--- src/rtl/cordic_pkg.sv ---
// Shared CORDIC constants, the arctangent table and the pipeline stage record.
// Used by both the rotation and the vectoring pipelines.
package cordic_pkg;

   localparam int PI_Q14      = 51472;
   localparam int HALF_PI_Q14 = 25736;
   localparam int K_Q15       = 19898;

   // The stage record is sized for the standard 16-bit sample, 18-bit angle build.
   localparam int REC_WIDTH = 16;
   localparam int REC_XY_W  = REC_WIDTH + 2;
   localparam int REC_Z_W   = 18;

   typedef struct packed {
      logic                       valid;
      logic signed [REC_XY_W-1:0] x;
      logic signed [REC_XY_W-1:0] y;
      logic signed [REC_Z_W-1:0]  z;
   } stage_t;

   // round(atan(2^-i) * 2^14)
   function automatic int atan_q14(input int i);
      case (i)
         0:       return 12868;
         1:       return 7596;
         2:       return 4014;
         3:       return 2037;
         4:       return 1023;
         5:       return 512;
         6:       return 256;
         7:       return 128;
         8:       return 64;
         9:       return 32;
         10:      return 16;
         11:      return 8;
         12:      return 4;
         13:      return 2;
         14:      return 1;
         default: return 0;
      endcase
   endfunction

   // Multiplies a non-negative magnitude by 1/gain (Q15) with round-to-nearest.
   function automatic logic [REC_WIDTH:0] gain_comp(input logic [REC_WIDTH:0] mag);
      logic [31:0] prod;
      prod = 32'(mag) * 32'(K_Q15) + 32'(1 << 14);
      return (REC_WIDTH + 1)'(prod >> 15);
   endfunction

endpackage

--- src/rtl/cordic_vec_stage.sv ---
// One registered vectoring micro-rotation: drives y toward zero and
// accumulates the applied rotation into z.
module cordic_vec_stage
   import cordic_pkg::*;
#(
   parameter int SHIFT    = 0,
   parameter int ATAN_VAL = 0
) (
   input  logic   clk,
   input  logic   reset,
   input  stage_t prev,
   output stage_t next
);

   logic signed [REC_XY_W-1:0] x_prev, y_prev, x_sh, y_sh;
   logic signed [REC_Z_W-1:0]  z_prev, atan_step;

   assign x_prev    = prev.x;
   assign y_prev    = prev.y;
   assign z_prev    = prev.z;
   assign x_sh      = x_prev >>> SHIFT;
   assign y_sh      = y_prev >>> SHIFT;
   assign atan_step = REC_Z_W'(ATAN_VAL);

   // NOTE: non-blocking assignments so each stage samples its predecessor's pre-edge value.
   always_ff @(posedge clk) begin
      if (!reset) begin
         next <= '0;
      end else begin
         next.valid <= prev.valid;
         if (!y_prev[REC_XY_W-1]) begin
            next.x <= x_prev + y_sh;
            next.y <= y_prev - x_sh;
            next.z <= z_prev + atan_step;
         end else begin
            next.x <= x_prev - y_sh;
            next.y <= y_prev + x_sh;
            next.z <= z_prev - atan_step;
         end
      end
   end

endmodule

--- src/rtl/cordic_vectoring_pipeline.sv ---
// Fully pipelined vectoring CORDIC: (x, y) -> magnitude and atan2(y, x) in radians * 2^14.
// Define CORDIC_GAIN_COMP_EN to add a registered 1/gain stage so mag_out is the true magnitude.
module cordic_vectoring_pipeline
   import cordic_pkg::*;
#(
   parameter int WIDTH   = 16,
   parameter int ITER    = 16,
   parameter int ANGLE_W = 18
) (
   input  logic               clk,
   input  logic               reset,
   input  logic               in_valid,
   input  logic [WIDTH-1:0]   x_in,
   input  logic [WIDTH-1:0]   y_in,
   output logic               out_valid,
   output logic [WIDTH:0]     mag_out,
   output logic [ANGLE_W-1:0] angle_out
);

   localparam int XW = WIDTH + 2;

   if ((XW != REC_XY_W) || (ANGLE_W != REC_Z_W) || (ITER < 1) || (ITER > WIDTH)) begin : g_bad_cfg
      $error("cordic_vectoring_pipeline: unsupported WIDTH/ANGLE_W/ITER combination");
   end

   stage_t pipe [0:ITER];

   logic signed [XW-1:0] x_ext, y_ext;
   assign x_ext = XW'(signed'(x_in));
   assign y_ext = XW'(signed'(y_in));

   // Stage 0 folds the left half-plane into x >= 0 so the iterations converge.
   always_ff @(posedge clk) begin
      if (!reset) begin
         pipe[0] <= '0;
      end else begin
         pipe[0].valid <= in_valid;
         if (!x_ext[XW-1]) begin
            pipe[0].x <= x_ext;
            pipe[0].y <= y_ext;
            pipe[0].z <= '0;
         end else if (!y_ext[XW-1]) begin
            pipe[0].x <= y_ext;
            pipe[0].y <= -x_ext;
            pipe[0].z <= REC_Z_W'(HALF_PI_Q14);
         end else begin
            pipe[0].x <= -y_ext;
            pipe[0].y <= x_ext;
            pipe[0].z <= -REC_Z_W'(HALF_PI_Q14);
         end
      end
   end

   for (genvar i = 0; i < ITER; i++) begin : g_stage
      cordic_vec_stage #(
         .SHIFT    (i),
         .ATAN_VAL (atan_q14(i))
      ) u_stage (
         .clk   (clk),
         .reset (reset),
         .prev  (pipe[i]),
         .next  (pipe[i+1])
      );
   end

   // x never decreases along the pipe, so a zero final x means a zero input vector,
   // whose accumulated z is meaningless and is reported as angle 0.
   logic                     zero_vec;
   logic [ANGLE_W-1:0]       angle_fin;
   assign zero_vec  = (pipe[ITER].x == '0);
   assign angle_fin = zero_vec ? '0 : pipe[ITER].z;

`ifdef CORDIC_GAIN_COMP_EN
   always_ff @(posedge clk) begin
      if (!reset) begin
         out_valid <= 1'b0;
         mag_out   <= '0;
         angle_out <= '0;
      end else begin
         out_valid <= pipe[ITER].valid;
         mag_out   <= gain_comp(pipe[ITER].x[WIDTH:0]);
         angle_out <= angle_fin;
      end
   end
`else
   assign out_valid = pipe[ITER].valid;
   assign mag_out   = pipe[ITER].x[WIDTH:0];
   assign angle_out = angle_fin;
`endif

endmodule

--- config.mk ---
export PLATFORM = sky130hd
export DESIGN_NAME = cordic_vectoring_pipeline
export DESIGN_NICKNAME = d
export VERILOG_FILES = /design/src/rtl/cordic_pkg.sv /design/src/rtl/cordic_vec_stage.sv /design/src/rtl/cordic_vectoring_pipeline.sv
export SDC_FILE = /design/constraint.sdc
export NUM_CORES = 2
export LEC_CHECK = 0
export ABC_AREA = 1
export CAP_MARGIN = 20
export CORE_MARGIN = 3
export CORE_UTILIZATION = 55
export CTS_CLUSTER_SIZE = 40
export DETAILED_ROUTE_END_ITERATION = 16
export PLACE_DENSITY = 0.71
export REMOVE_ABC_BUFFERS = 1
export SLEW_MARGIN = 20
export SYNTH_ARGS = -nofsm -noshare
export SYNTH_HDL_FRONTEND = slang
export SYNTH_SLANG_ARGS = --single-unit
--- constraint.sdc ---
create_clock -name clk -period 4.6 [get_ports clk]
set_clock_uncertainty 0.1 [all_clocks]
set_input_delay 0.92 -clock clk [delete_from_list [all_inputs] [get_ports clk]]
set_output_delay 0.92 -clock clk [all_outputs]
set_load 0.05 [all_outputs]
==> reports/metrics.csv <==
stage;metric;value;unit
clocking;CTS root buf;clkbuf_16;
worst_setup_path;Buf/Inv on CP;3;
drt;Routed Antenna Nets;0;
clocking;H-tree depth;3;
worst_setup_path;R2R setup slack;1.31;ns
sta;unrepaired setup endpoints after global routing;no;
clocking;CTS Hold Buffers Added;0;
cells_and_area;Filler cells;11530;
global_route;total track usage;0.2995;
floorplan;core area;0.1206;mm^2
floorplan;Die Wd;355.7;um
global_route;vias in the first global route;61910;
place;Port Buf Inserts;70;
clocking;post-cts gate resize count;0;
logic_synthesis;Simple-Gate Fraction of Synth Area;0.2630;
logic_synthesis;largest family of logic cells by synthesized area;simple AND/OR/NAND/NOR gates;
floorplan;IO Pins;71;
sta;Hold Fails Final Rpt;0;
global_route;grt total ovfl;0;
worst_setup_path;slowest CP cell;clkdlybuf4s50_1;
worst_setup_path;family with the most delay on the worst path;buffers and inverters;
logic_synthesis;Seq cells post-synth;878;
drt;vias post-DR;66140;
worst_setup_path;startpoint types;flop;
worst_setup_path;nature of the critical path endpoint;output port;
clocking;worst-case clock buffer depth;3;
logic_synthesis;number of synthesized flops with an enable pin;0;
clocking;Setup Buffers After CTS;0;
place;DP HPWL;154500;um
hold_path;hold depth;2;
logic_synthesis;Post-Synth XOR/XNOR Area;0.03593;
run;Max Cap Viol;0;
global_route;GRT busiest layer;met2;
clocking;TritonCTS Buffers;97;
hold_path;HP Class;flop to flop;
cells_and_area;commonest cells after routing, fill and taps aside;1984 x nand2_1, 1253 x inv_1, 1246 x nor2_1, 1213 x a21oi_1, 878 x dfxtp_1;
sta;max_slew headroom;0.3111;
global_route;global-route wire length before repair;313300;um
logic_synthesis;top_reg_cell synth;dfxtp_1;
drt;drt first-iter violations;5291;
cells_and_area;layout cell share with drive strength beyond 1;0.02840;
logic_synthesis;Post-Syn Area;0.06727;mm^2
sta;post-layout min period;3.842;ns
sta;Max Fclk;260.3;MHz
logic_synthesis;sequential share of the synthesized area;0.2613;
logic_synthesis;Synth Area in Compound Gates;0.1977;
global_route;met3 usage;0.03086;
drt;Via-to-Cell Ratio;5.593;
logic_synthesis;synth unique cells;60;
drt;DR pass1 iterations;9;
hold_path;Hold Crit Start;g_stage[9].u_stage.next[2];
floorplan;Die Footprint;0.1265;mm^2
logic_synthesis;post-synthesis mux area share;0;
global_route;initial antenna violation count;1;
floorplan;num rows;127;
sta;Final period util;0.8352;
worst_setup_path;crit path kind;flop to output port;
worst_setup_path;Data required, critical path;3.58;ns
logic_synthesis;Async SR Flop Fraction;0;
worst_setup_path;critical path, cell by cell;nor4_1, and3_1, nand3_1, buf_4, nand2_1, inv_1, clkdlybuf4s50_1;
global_route;GRT met1 Usage;0.3842;
logic_synthesis;Synth Instances;10120;
worst_setup_path;crit path from;g_stage[15].u_stage.next[51];
worst_setup_path;Crit. path cell count;7;
worst_setup_path;r2r startpoint;g_stage[7].u_stage.next[35];
sta;Final Setup Violations;0;
worst_setup_path;largest fanout on the critical path;18;
logic_synthesis;post-synthesis adder-cell area fraction;0.1579;
floorplan;die height;355.7;um
cells_and_area;commonest non-fill, non-tap cell in the layout;nand2_1;
cells_and_area;Final #Nets;10990;
drt;routed length per instance;16.37;um
logic_synthesis;Yosys warning total;0;
clocking;Clk pin slew, worst setup/hold paths;0.06;ns
drt;Routed WL;193600;um
logic_synthesis;Mapped Avg Cell Area;6.650;um^2
worst_setup_path;CP peak stage delay;0.68;ns
cells_and_area;Final Core Density;0.6048;
worst_setup_path;FF-to-FF path depth;13;
sta;slew of the pin with the lowest slew margin;1.033;ns
clocking;clk_lat worst skew;0.71;ns
drt;# DRC;0;
global_route;pin count of the biggest net entering global routing;148;
place;Placer Congestion;0.9716;
worst_setup_path;Critical R2R Capture;g_stage[8].u_stage.next[33];
sta;Max Slew Vio Count;0;
clocking;clock sink count;878;
floorplan;Starting Density;0.5578;
global_route;GR Layer Usage met2;0.5191;
cells_and_area;Area Growth Syn to Fin;8.436;%
hold_path;hold worst-path end;g_stage[10].u_stage.next[2];
worst_setup_path;Critical Path AT;2.82;ns
sta;Sum Neg Setup Slack;0;ns
outcome;outcome;finished, final reports clean;
clocking;CTS tree;built;
==> cells in the mapped netlist (all sizes together), types with 95 or more instances <==
master,n,area [um^2]
a21o,154,1156
a21oi,1221,6148
clkbuf,95,356.6
dfxtp,878,17580
ha,774,9684
inv,1264,4745
nand2,1993,7508
nand3,608,3053
nor2,1258,4757
nor3,246,1318
o21ai,725,3662
xor2,202,1769
==> worst min-delay path, stage by stage, from the launching register on <==
cell     delay (ns)
dfxtp_1        0.30
nand2_1        0.05
inv_1          0.03
==> registers in the layout (all words and copies together), names as in the netlist <==
| register | cells |
|---|---|
| g_stage.u_stage.next | 838 |
| pipe | 40 |
==> cell families after synthesis <==
logic type      Yosys count
buf+inv                1458
compound gates         2416
xor+xnor                276
simple gates           4267
other cells               1
fa+ha+maj               821
flops                   878
==> per-stage QoR <==
step	instance area, um^2	hold slack, ns	cells	setup WS, ns
global placement	69420	0.2916	11650	1.435
finish	72950	0.2977	11820	0.7582
floorplan	66400	0.2900	9933	0.9833
detailed placement	69420	0.2962	11650	1.405
global route	72950	0.3086	11820	0.5629
CTS	72950	0.3008	11820	0.6365
==> how the worst max path moves through the flow <==
| stage | end | slack, ns |
|---|---|---|
| 2_1_floorplan | g_stage[6].u_stage.next[11] | 0.98 |
| 3_3_place_gp | g_stage[8].u_stage.next[33] | 1.43 |
| 3_5_place_dp | g_stage[8].u_stage.next[33] | 1.41 |
| 4_1_cts | angle_out[8] | 0.64 |
| 5_1_grt | angle_out[0] | 0.56 |
| 6_report | angle_out[8] | 0.76 |
==> cell type report <==
cell class | count | area (um^2) | share of cell area
multi-input combinational | 7782 | 44040 | 0.6037
sequential | 878 | 17580 | 0.2409
inverter | 1273 | 4785 | 0.06559
clock buffer | 127 | 2744 | 0.03761
tap | 1612 | 2017 | 0.02765
timing repair buffer | 101 | 1001 | 0.01372
clock inverter | 50 | 783.3 | 0.01074
antenna | 1 | 2.502 | 0.00003430
==> layer usage <==
metal	part of all wire	wire, um
met5	0	0
met2	0.47	90840
met1	0.44	86050
met4	0.038	7387
met3	0.048	9330
Power is not shown: default switching activity piles up to over one toggle a cycle in this logic, so the estimate is an artifact.
